==> src/rtl/aes_shift_mix_stage.sv <==
// AES-128 round stage: ShiftRows on capture, then column-serial MixColumns.
// The final round bypasses the mix and goes straight to HOLD.
module aes_shift_mix_stage #(
    parameter int COLS_PER_CYCLE = 1
) (
    input  logic         clk,
    input  logic         rst_n,
    input  logic         in_valid,
    output logic         in_ready,
    input  logic [127:0] in_data,
    input  logic         in_last_round,
    output logic         out_valid,
    input  logic         out_ready,
    output logic [127:0] out_data,
    output logic         busy
);

    localparam logic [1:0] IDLE = 2'd0;
    localparam logic [1:0] MIX  = 2'd1;
    localparam logic [1:0] HOLD = 2'd2;

    localparam logic [1:0] STEP = 2'(COLS_PER_CYCLE);

    logic [1:0]   state_q, state_d;
    logic [1:0]   col_q, col_d;
    logic         last_q, last_d;
    logic [127:0] data_q, data_d;

    function automatic logic [7:0] xtime(input logic [7:0] x);
        return {x[6:0], 1'b0} ^ (x[7] ? 8'h1B : 8'h00);
    endfunction

    function automatic logic [31:0] mix_col(input logic [31:0] a);
        logic [7:0] a0, a1, a2, a3;
        logic [7:0] b0, b1, b2, b3;
        a0 = a[31:24];
        a1 = a[23:16];
        a2 = a[15:8];
        a3 = a[7:0];
        b0 = xtime(a0) ^ xtime(a1) ^ a1 ^ a2 ^ a3;
        b1 = a0 ^ xtime(a1) ^ xtime(a2) ^ a2 ^ a3;
        b2 = a0 ^ a1 ^ xtime(a2) ^ xtime(a3) ^ a3;
        b3 = xtime(a0) ^ a0 ^ a1 ^ a2 ^ xtime(a3);
        return {b0, b1, b2, b3};
    endfunction

    // Row r of column c comes from column (c+r) mod 4.
    function automatic logic [127:0] shift_rows(input logic [127:0] d);
        logic [127:0] o;
        o = '0;
        for (int c = 0; c < 4; c++) begin
            for (int r = 0; r < 4; r++) begin
                o[7'(127 - 8 * (4 * c + r)) -: 8] =
                    d[7'(127 - 8 * (4 * ((c + r) % 4) + r)) -: 8];
            end
        end
        return o;
    endfunction

    // Only COLS_PER_CYCLE mixers exist; the column counter steers them.
    function automatic logic [127:0] mix_group(
        input logic [127:0] d,
        input logic [1:0]   col
    );
        logic [127:0] o;
        o = d;
        for (int i = 0; i < COLS_PER_CYCLE; i++) begin
            logic [1:0] idx;
            logic [6:0] hi;
            idx = col + 2'(i);
            hi = 7'd127 - {idx, 5'd0};
            o[hi -: 32] = mix_col(d[hi -: 32]);
        end
        return o;
    endfunction

    always_comb begin
        state_d = state_q;
        col_d   = col_q;
        last_d  = last_q;
        data_d  = data_q;
        unique case (state_q)
            IDLE: begin
                if (in_valid) begin
                    data_d  = shift_rows(in_data);
                    last_d  = in_last_round;
                    col_d   = '0;
                    state_d = in_last_round ? HOLD : MIX;
                end
            end
            MIX: begin
                data_d = mix_group(data_q, col_q);
                col_d  = col_q + STEP;
                if (int'(col_q) + COLS_PER_CYCLE == 4) begin
                    state_d = HOLD;
                end
            end
            HOLD: begin
                if (out_ready) begin
                    state_d = IDLE;
                end
            end
            default: state_d = IDLE;
        endcase
    end

    always_ff @(posedge clk or negedge rst_n) begin
        if (!rst_n) begin
            state_q <= IDLE;
            col_q   <= '0;
            last_q  <= 1'b0;
            data_q  <= '0;
        end else begin
            state_q <= state_d;
            col_q   <= col_d;
            last_q  <= last_d;
            data_q  <= data_d;
        end
    end

    assign in_ready  = (state_q == IDLE);
    assign out_valid = (state_q == HOLD);
    assign busy      = (state_q != IDLE);
    assign out_data  = data_q;

endmodule

==> config.mk <==
export PLATFORM = sky130hd
export DESIGN_NAME = aes_shift_mix_stage
export DESIGN_NICKNAME = d
export VERILOG_FILES = /design/src/rtl/aes_shift_mix_stage.sv
export SDC_FILE = /design/constraint.sdc
export NUM_CORES = 1
export LEC_CHECK = 0
export BUFFER_PORTS_ARGS = -buffer_cell sky130_fd_sc_hd__buf_2
export CAP_MARGIN = 10
export CORE_MARGIN = 3
export CORE_UTILIZATION = 30
export CTS_BUF_LIST = sky130_fd_sc_hd__clkbuf_2 sky130_fd_sc_hd__clkbuf_4 sky130_fd_sc_hd__clkbuf_8
export CTS_CLUSTER_SIZE = 20
export DETAILED_ROUTE_END_ITERATION = 12
export PLACE_DENSITY_LB_ADDON = 0.12
export SLEW_MARGIN = 10
export SYNTH_ARGS = -nofsm -noshare
export SYNTH_HDL_FRONTEND = slang
export SYNTH_SLANG_ARGS = --single-unit
==> constraint.sdc <==
create_clock -name clk -period 2.7 [get_ports clk]
set_clock_uncertainty 0.15 [all_clocks]
set_input_delay 0.405 -clock clk [delete_from_list [all_inputs] [get_ports clk]]
set_output_delay 0.405 -clock clk [all_outputs]
set_load 0.05 [all_outputs]
==> metrics.txt <==
status finished clean; Seq. cell area 3300 um2; Multi-input gate area 3680 um2; sequential-to-total area share from yosys stat 46.2%; die area 25,700 um2; Critical Path RT 2.90 ns; synthesized net count 644; power density cells 1510 nW/um2; CP arrival 2.81 ns; utilization after layout 40.0%; vias per cell 5.19; post-synthesis mux area share 10.1%; VDD IR max 0.558 mV; clock latency on the worst-skew pair 0.45 ns; Ports 264; Critical-path top delay cell mux4_2; clk buf depth 2; Post-Syn Area 7160 um2; number of synthesized register bits 132; total CTS buffers 17; compound-gate portion of the synthesized area 16.7%; TritonCTS clock tree yes; P&R area growth vs syn 28.9%; global route overflow 0; crit-path max cell delay 0.63 ns; gr usage total 19.0%; largest net degree at the start of global routing 52; pre-CTS setup slack 0.0130 ns; min Tclk post-route 2.61 ns; CORE AREA 23,100 um2; PortBufs 167; final hold violations 0; final setup vio count 0; Post-Syn Area per Cell 14.1 um2; Sum Neg Setup Slack 0 ns; Synth cell types 40; worst slew pin tran 0.654 ns; max-cap violations 0; drt first pass iters 4; DP HPWL 17,800 um; first-pass GRT wire length 37,000 um; xor and xnor fraction of the mapped netlist area 19.2%; Die Width 160 um; Tot Pwr 13.9 mW; critical-path cell list buf_4 > mux4_2 > xnor2_4 > xnor3_1 > a22o_1; Crit. End Element flop; Clock Sinks 132; Leakage 4.56 nW; yosys warns 0; Setup crit start kind flop; Die Ht 160 um; Clock transition at path regs 0.08 ns; CP Max Fanout 5; final period utilization 96.7%; RePlAce Congestion 0.778; Buf/Inv on CP 1; antenna-violating nets left 0; initial antenna violation count 0; final worst slack 0.0902 ns; Slew Limit Fails 0; Simple-Gate Fraction of Synth Area 4.35%; critical path class reg2reg; wire per inst 22.8 um; Fmax 383 MHz; Rel. slew slack 55.8%; critical path's top delay family XOR/XNOR gates; residual DRC count 0; ant diodes 0; number of global-route vias before repair 5,932; Filler cells 2,205; total number of vias 5,434; DRT iter0 DRCs 337; largest family of logic cells by synthesized area XOR/XNOR gates; fin nets 858; final WL 23,900 um; layout cell share with drive strength beyond 1 43.5%; synthesized instance count 507; # rows 55; H-tree depth 4; hold crit path type in2reg; Post-Synth Adder-Cell Area 0.699%; Starting Density 31.0%; Root Driver clkbuf_8
per-layer routing:
metal	track usage (%)	up-vias	share of wire, %
li1	-	2384	-
met1	25.2	2847	43
met2	31.3	173	50
met3	3.97	30	5.2
met4	5.88	0	1.9
met5	0	-	0
layout make-up:
cell class	instances	area share, %
multi-input cells	331	40.0
well taps	313	4.25
clock buffers	22	3.08
clock inverters	10	1.15
inverters	5	0.204
repair buffers	234	15.5
flip-flops and latches	132	35.8
worst reg2reg max path, cell delays in order (launching register included):
cell	delay [ns]
dfrtp_2	0.47
buf_4	0.17
mux4_2	0.63
xnor2_4	0.32
xnor3_1	0.55
a22o_1	0.24
logic make-up after synthesis:
logic type	Yosys count
compound gates	157
flops	132
xor+xnor	71
simple gates	67
buf+inv	44
mux	32
fa+ha+maj	4
metrics by stage:
stage                     instances  hold slack (ns)  area [um2]
final                          1047           0.0492        9220
after global routing           1047           0.0366        9220
after CTS                      1044           0.0115        9180
after detailed placement       1011            0.282        8770
after global placement         1011            0.277        8770
after floorplan                 507          -0.0406        7160
Yosys cell counts, drive strengths merged:
cell type	count	area share, %
o221ai	13	1.7
nor3b	1	0.10
nand3b	1	0.10
o21bai	1	0.10
a22oi	15	1.6
and4	1	0.12
ha	4	0.70
nand3	2	0.14
nor2	3	0.16
nor4b	4	0.49
nand2b	2	0.17
buf	11	1.1
nand4	2	0.17
xor3	8	2.7
or2	1	0.087
nand2	45	2.4
o2bb2ai	48	5.9
inv	5	0.26
xnor3	36	11
o21ai	36	2.5
nor4	1	0.087
and3	2	0.17
clkbuf	28	1.5
xnor2	21	4.4
a22o	33	4.0
nor2b	2	0.17
mux4	32	10
xor2	6	0.84
dfrtp	132	46
a21o	3	0.31
a21oi	8	0.56
path summary, 6_finish.rpt:
path / from / to / slack [ns] / cells after the start
max: col_q[0]$_DFFE_PN0P_ / out_data[11]$_DFFE_PN0P_ / 0.09 / 5
min: in_data[34] / out_data[2]$_DFFE_PN0P_ / 0.05 / 3
max reg2reg: col_q[0]$_DFFE_PN0P_ / out_data[11]$_DFFE_PN0P_ / 0.09 / 5
min reg2reg: out_data[93]$_DFFE_PN0P_ / out_data[93]$_DFFE_PN0P_ / 0.37 / 1
max in group asynchronous: rst_n / out_data[48]$_DFFE_PN0P_ / 1.38 / 3
min in group asynchronous: rst_n / out_data[74]$_DFFE_PN0P_ / 0.34 / 2
power by group:
| part | switching, mW | internal, mW |
|---|---|---|
| Sequential | 0.477 | 2.48 |
| Combinational | 5.45 | 3.81 |
| Clock | 0.802 | 0.892 |
state kept, by name (all words and copies together) (netlist names):
| name | flops |
|---|---|
| state_q | 2 |
| out_data | 128 |
| col_q | 2 |
cell usage in the layout, fill, tap and decap left out, types with 3 or more instances in the layout:
master / instances
clkbuf_4: 3
o21ai_1: 17
ha_1: 4
nand2_1: 45
inv_1: 5
clkinv_2: 6
nor4b_1: 4
xor3_1: 8
buf_12: 7
xnor2_4: 5
o221ai_1: 12
a22o_1: 33
xnor3_1: 33
buf_4: 60
o21ai_0: 19
xnor2_1: 8
buf_2: 166
mux4_2: 32
dfrtp_1: 131
o2bb2ai_1: 48
xnor3_2: 3
nor2_1: 3
a21oi_1: 6
xor2_1: 5
a21o_1: 3
a22oi_1: 15
clkbuf_8: 19
xnor2_2: 8
repair_timing:
action / 4_1_cts / 5_1_grt
endpoints found under the setup margin: 3 / 31
gates resized for setup: 1 / 8
hold endpoints to repair: 36 / 0
hold buffers: 1 / 0
buffers inserted: 0 / 3
Note: power is estimated with default switching activity, not from simulation.
